`src/rtl/regfile_dump_ctrl_if.sv`:
```
// regfile_dump_ctrl_if: valid/ready word stream carrying a register index and its captured value
interface regfile_dump_ctrl_if #(parameter int ADDR_W = 5, parameter int DATA_W = 32);
  logic              valid;
  logic              ready;
  logic [ADDR_W-1:0] addr;
  logic [DATA_W-1:0] data;
  modport master(output valid, addr, data, input ready);
  modport slave(input valid, addr, data, output ready);
endinterface

```
`src/rtl/regfile_dump_ctrl.sv`:
```
// regfile_dump_ctrl: snapshots a register-file address range onto a valid/ready stream with a running XOR checksum
module regfile_dump_ctrl #(
  parameter int ADDR_W = 5,
  parameter int DATA_W = 32
) (
  input  logic                clk,
  input  logic                rst_n,
  input  logic                i_start,
  input  logic                i_abort,
  input  logic [ADDR_W-1:0]   i_first_addr,
  input  logic [ADDR_W-1:0]   i_last_addr,
  output logic [ADDR_W-1:0]   o_rd_addr,
  input  logic [DATA_W-1:0]   i_rd_data,
  output logic                o_freeze,
  output logic                o_busy,
  output logic                o_done,
  output logic [DATA_W-1:0]   o_checksum,
  regfile_dump_ctrl_if.master o_stream
);
  typedef enum logic [1:0] {IDLE, READ, SEND, DONE} state_t;
  state_t            r_state, w_next;
  logic [ADDR_W-1:0] r_cur, r_end, r_out_addr;
  logic [DATA_W-1:0] r_out_data, r_checksum;
  logic              r_valid;
  logic              w_accept;
  assign w_accept         = r_valid && o_stream.ready;
  // The current address only moves on entry to READ, so it doubles as the held read address.
  assign o_rd_addr        = r_cur;
  assign o_stream.valid   = r_valid;
  assign o_stream.addr    = r_out_addr;
  assign o_stream.data    = r_out_data;
  assign o_checksum       = r_checksum;
  // State register
  always_ff @(posedge clk or negedge rst_n)
    if (!rst_n) r_state <= IDLE;
    else        r_state <= w_next;
  // Next state: abort beats the handshake; start only counts in IDLE
  always_comb begin
    w_next = r_state;
    case (r_state)
      IDLE: w_next = i_start ? READ : IDLE;
      READ: w_next = i_abort ? IDLE : SEND;
      SEND: w_next = i_abort ? IDLE : !w_accept ? SEND : (r_cur == r_end) ? DONE : READ;
      DONE: w_next = IDLE;
      default: w_next = IDLE;
    endcase
  end
  // Outputs decoded from state
  always_comb begin
    o_busy   = (r_state == READ) || (r_state == SEND);
    o_freeze = o_busy;
    o_done   = (r_state == DONE);
  end
  // Datapath: range capture, word capture, handshake retirement and checksum accumulation
  always_ff @(posedge clk or negedge rst_n)
    if (!rst_n) begin
      r_cur      <= '0;
      r_end      <= '0;
      r_out_addr <= '0;
      r_out_data <= '0;
      r_checksum <= '0;
      r_valid    <= 1'b0;
    end else if (r_state == IDLE && i_start) begin
      r_cur      <= i_first_addr;
      r_end      <= i_last_addr;
      r_checksum <= '0;
    end else if (r_state == READ && !i_abort) begin
      r_out_data <= i_rd_data;
      r_out_addr <= r_cur;
      r_valid    <= 1'b1;
    end else if (r_state == SEND && i_abort) begin
      r_valid    <= 1'b0;
    end else if (r_state == SEND && w_accept) begin
      r_checksum <= r_checksum ^ r_out_data;
      r_valid    <= 1'b0;
      if (r_cur != r_end) r_cur <= r_cur + 1'b1;
    end
endmodule

```
`src/flat_wrapper.sv`:
```
// flat-port wrapper written by rule: the top's interface ports become plain ports
module regfile_dump_ctrl_flat 
#(
  parameter int ADDR_W = 5,
  parameter int DATA_W = 32
)
  (clk, rst_n, i_start, i_abort, i_first_addr, i_last_addr, o_rd_addr, i_rd_data, o_freeze, o_busy, o_done, o_checksum, o_stream_valid, o_stream_addr, o_stream_data, o_stream_ready);
  regfile_dump_ctrl_if #(.ADDR_W(ADDR_W), .DATA_W(DATA_W)) o_stream_i ();
  input  logic clk;
  input  logic rst_n;
  input  logic i_start;
  input  logic i_abort;
  input  logic [ADDR_W-1:0] i_first_addr;
  input  logic [ADDR_W-1:0] i_last_addr;
  output logic [ADDR_W-1:0] o_rd_addr;
  input  logic [DATA_W-1:0] i_rd_data;
  output logic o_freeze;
  output logic o_busy;
  output logic o_done;
  output logic [DATA_W-1:0] o_checksum;
  output wire logic [$bits(o_stream_i.valid)-1:0] o_stream_valid;
  output wire logic [$bits(o_stream_i.addr)-1:0] o_stream_addr;
  output wire logic [$bits(o_stream_i.data)-1:0] o_stream_data;
  input wire logic [$bits(o_stream_i.ready)-1:0] o_stream_ready;
  assign o_stream_valid = o_stream_i.valid;
  assign o_stream_addr = o_stream_i.addr;
  assign o_stream_data = o_stream_i.data;
  assign o_stream_i.ready = o_stream_ready;
  regfile_dump_ctrl #(.ADDR_W(ADDR_W), .DATA_W(DATA_W)) u_core (.clk(clk), .rst_n(rst_n), .i_start(i_start), .i_abort(i_abort), .i_first_addr(i_first_addr), .i_last_addr(i_last_addr), .o_rd_addr(o_rd_addr), .i_rd_data(i_rd_data), .o_freeze(o_freeze), .o_busy(o_busy), .o_done(o_done), .o_checksum(o_checksum), .o_stream(o_stream_i));
endmodule
```
`config.mk`:
```
export PLATFORM = sky130hd
export DESIGN_NAME = regfile_dump_ctrl_flat
export DESIGN_NICKNAME = d
export VERILOG_FILES = /design/src/rtl/regfile_dump_ctrl_if.sv /design/src/rtl/regfile_dump_ctrl.sv /design/src/flat_wrapper.sv
export SDC_FILE = /design/constraint.sdc
export NUM_CORES = 1
export LEC_CHECK = 0
export CAP_MARGIN = 25
export CORE_AREA = 3 3 97 99
export DETAILED_ROUTE_END_ITERATION = 7
export DIE_AREA = 0 0 100 102
export PLACE_DENSITY = 0.76
export SYNTH_ARGS = -nofsm -noshare
export SYNTH_HDL_FRONTEND = slang
export SYNTH_SLANG_ARGS = --single-unit
```
`constraint.sdc`:
```
create_clock -name clk -period 1.6 [get_ports clk]
set_input_delay 0.16 -clock clk [delete_from_list [all_inputs] [get_ports clk]]
set_output_delay 0.16 -clock clk [all_outputs]
set_load 0.02 [all_outputs]
```
==> results.toml <==
[global_routing]
grt_overflow_total = 0
grt_antenna_before_repair = 0
grt_first_pass_wirelength_um = 13500
vias_in_the_first_global_route = 2664
groute.usage.overall_pct = 16.8
maximum_number_of_pins_on_one_net_before_global_route_repair = 35

[route]
route.antenna.remaining_nets = 0
dr_total_vias = 2599
routed_wl_um = 8360
drtIter0Drc = 55
post_drt_via_cell_ratio = 4.70
drt_first_pass_iters = 4
wire_per_inst_um = 15.1
detail_route.drc_violations = 0

[sta]
fmax_ghz = 0.603
final-setup-viol-count = 44
final-hold-violation-count = 0
final_max_slew_viol_count = 0
timing.final.crit_period_ps = 1660
rsz0062_at_grt = "yes"
max-slew-margin-rel_pct = 70.3
finClkSkew_ps = 10.3
timing_worst_slew_pin_value_ps = 445
final_clock_period_utilization_by_the_worst_path_pct = 104
setup_ws_ps = -57.5

[pwr]
power_leakage_uw = 0.00245
peakVddDrop_mv = 0.665
cellPowerDensity_nw_per_um2 = 1180

[setup_path]
critical-path-max-stage-delay_ps = 440
start_kind = "flip-flop"
critical_path_cell_with_the_highest_stage_delay = "sky130_fd_sc_hd__dfrtp_2"
critical_path.cell_chain = "inv_4 > ha_2 > nand2_4 > nand2_2 > nor2_4 > buf_12 > mux2_2"
critical_path_arrival_ps = 1880
worstPathMaxFanout = 21
cp-end-kind = "flip-flop"
critical_path_required_ps = 1820
setup.worst_path.class = "flip-flop to flip-flop"

[cts]
cts_root_buf = "sky130_fd_sc_hd__clkbuf_8"
htree_num_levels = 3
tritoncts = "done"
cts_inserted_buffers = 9
cts.sinks = 82
clkSlewWorstSetupHoldPaths_ps = 80
clock_tree.buffer_depth = 2
clock_latency_ps = 340

[placement]
port_buffers = 124
placedCellCount = 530
place_hpwl_um = 5910
routabilityCongestion = 0.779
postPlaceCellArea_um2 = 5020

[finish]
post_route_cells_drive_above_1_share_pct = 20.4
layout.filler_cells = 700
syn_to_final_growth_pct = 53.7
num_antenna_cells = 0
post-route-cell-area_um2 = 5420
design.final.nets = 494
fin_cells = 553

[yosys]
synth_top_area_cell = "sky130_fd_sc_hd__dfrtp_1"
avg_synthesized_cell_area_um2 = 12.0
postSynthNetCount = 347
ys_top_cells_by_area = "sky130_fd_sc_hd__dfrtp_1 (58%), sky130_fd_sc_hd__xor2_1 (8.9%), sky130_fd_sc_hd__mux2_2 (8.3%), sky130_fd_sc_hd__nand2_1 (5.9%), sky130_fd_sc_hd__nor2_1 (3.5%)"
area_of_the_mapped_netlist_um2 = 3520
synth_cell_type_count = 26
postSynthCellCount = 294
ys_warn_count = 0
synth_top_area_share_pct = 58.2
ys_seq_area_share_pct = 58.2
synth-seq-cells = 82

[floorplan]
die_area_um2 = 10200
die_h_um = 102
initial_core_util_pct = 40.8
fp-row-count = 34
pin_count = 125
fp.coreArea_um2 = 8640
die-width_um = 100

[min_path]
hold_path_class = "input port to async pin"

[status]
status = "complete, but fails checks"
failed_checks = "negative setup slack"

[run]
max_cap_viol_count = 0
==> metal layers <==
metal  GRT usage (%)  up-vias  part of all wire [%]
li1                -     1236                     -
met1            21.9     1270                    43
met2            27.2       86                    48
met3            5.80        7                   7.9
met4            4.04        0                  0.71
met5               0        -                     0
==> worst max-delay path: cells and delay by family (launching register included) <==
kind / cells / cell delay [ps]
adder cells (fa/ha/maj): 1 / 200
buffers and inverters: 2 / 250
flip-flops: 1 / 440
multiplexers: 1 / 350
AND/OR/NAND/NOR: 3 / 290
==> cells in the mapped netlist <==
| cell | count |
|---|---|
| sky130_fd_sc_hd__dfrtp_1 | 82 |
| sky130_fd_sc_hd__nand2_1 | 55 |
| sky130_fd_sc_hd__xor2_1 | 36 |
| sky130_fd_sc_hd__nor2_1 | 33 |
| sky130_fd_sc_hd__mux2_2 | 26 |
| sky130_fd_sc_hd__mux2_1 | 11 |
| sky130_fd_sc_hd__buf_6 | 6 |
| sky130_fd_sc_hd__ha_1 | 6 |
| sky130_fd_sc_hd__o21ai_0 | 6 |
| sky130_fd_sc_hd__xnor2_1 | 5 |
| sky130_fd_sc_hd__clkbuf_1 | 4 |
| sky130_fd_sc_hd__o211ai_1 | 4 |
| sky130_fd_sc_hd__a21oi_1 | 3 |
| sky130_fd_sc_hd__and3_1 | 2 |
| sky130_fd_sc_hd__inv_1 | 2 |
| sky130_fd_sc_hd__nand2_2 | 2 |
| sky130_fd_sc_hd__nor2_4 | 2 |
| sky130_fd_sc_hd__and2_1 | 1 |
| sky130_fd_sc_hd__buf_2 | 1 |
| sky130_fd_sc_hd__buf_4 | 1 |
| sky130_fd_sc_hd__mux2i_1 | 1 |
| sky130_fd_sc_hd__nand3_1 | 1 |
| sky130_fd_sc_hd__nand4b_4 | 1 |
| sky130_fd_sc_hd__nor2b_1 | 1 |
| sky130_fd_sc_hd__nor3_1 | 1 |
| sky130_fd_sc_hd__o21ai_2 | 1 |
==> repair_timing <==
item / 4_1_cts / 5_1_grt
hold buffers: 1 / 0
pin swaps: 10 / 11
cloned: 1 / 0
setup buffers: 3 / 3
resized for setup: 25 / 25
setup endpoints to repair: 79 / 79
hold endpoints to repair: 31 / 0
==> placed cells by master, fill, tap and decap left out, types with 3 or more instances in the layout <==
cell and count:
sky130_fd_sc_hd__nand2_1 49, sky130_fd_sc_hd__xnor2_1 5, sky130_fd_sc_hd__o21ai_1 4, sky130_fd_sc_hd__dlygate4sd2_1 6
sky130_fd_sc_hd__o211ai_1 4, sky130_fd_sc_hd__nand2_4 7, sky130_fd_sc_hd__buf_4 14, sky130_fd_sc_hd__xor2_1 35
sky130_fd_sc_hd__clkbuf_8 10, sky130_fd_sc_hd__a21oi_1 3, sky130_fd_sc_hd__mux2_4 3, sky130_fd_sc_hd__dfrtp_1 81
sky130_fd_sc_hd__ha_1 3, sky130_fd_sc_hd__mux2_1 8, sky130_fd_sc_hd__dlymetal6s2s_1 5, sky130_fd_sc_hd__nor2_1 33
sky130_fd_sc_hd__buf_12 8, sky130_fd_sc_hd__mux2_2 26, sky130_fd_sc_hd__clkdlybuf4s50_1 109
==> sequential cells by signal, indices dropped and copies added (netlist names) <==
name	flops
u_core.o_stream.data	32
u_core.o_stream.valid	1
u_core.r_end	5
u_core.o_rd_addr	5
u_core.o_stream.addr	5
u_core.r_state	2
u_core.o_checksum	32
==> worst paths after layout <==
| kind | slack, ps | start | cells past startpoint | end |
|---|---|---|---|---|
| setup reg to reg | -60 | u_core.r_state[0] | 7 | u_core.o_stream.data[7] |
| hold reg to reg | 500 | u_core.r_end[3] | 2 | u_core.r_end[3] |
| max in group asynchronous | 750 | rst_n | 3 | u_core.o_checksum[26] |
| min in group clk | 350 | i_last_addr[2] | 3 | u_core.r_end[2] |
| hold / removal | 300 | rst_n | 2 | u_core.o_checksum[6] |
| setup / recovery | -60 | u_core.r_state[0] | 7 | u_core.o_stream.data[7] |
==> cells by family after synthesis <==
family | share of synthesized area [%]
DFF | 58.2
xor gates and xnor gates | 10.2
buffers and inverters | 2.91
AOI/OAI and AO/OA | 2.38
and+or+nand+nor | 12.0
adders and majority gates | 2.13
muxes | 12.1
==> where the power goes <==
| group | switching [µW] | total, µW | internal [µW] |
|---|---|---|---|
| logic | 937 | 1990 | 1050 |
| registers | 329 | 2770 | 2440 |
| clock network | 724 | 1630 | 911 |
==> stage by stage <==
stage	setup TNS [ps]	utilization, %	power (µW)	hold slack [ps]	setup slack [ps]
floorplan	-1250	-	3670	-136	-45.9
global placement	-15.6	58.1	4720	133	-5.65
detailed placement	-963	58.1	4760	142	-59.9
CTS	-1530	62.0	6430	309	-63.8
global route	-6830	62.7	6720	329	-135
finish	-1180	62.7	6390	303	-57.5
==> layout make-up <==
| class | instances | area, µm² | area share (%) |
|---|---|---|---|
| Tap cell | 108 | 135 | 2.49 |
| Clock buffer | 10 | 138 | 2.54 |
| Timing Repair Buffer | 148 | 1540 | 28.3 |
| Inverter | 2 | 10.0 | 0.185 |
| Sequential cell | 82 | 2050 | 37.9 |
| Clock inverter | 5 | 78.8 | 1.46 |
| Multi-Input combinational cell | 198 | 1470 | 27.1 |
No activity file was read; power rests on OpenSTA's default activity.
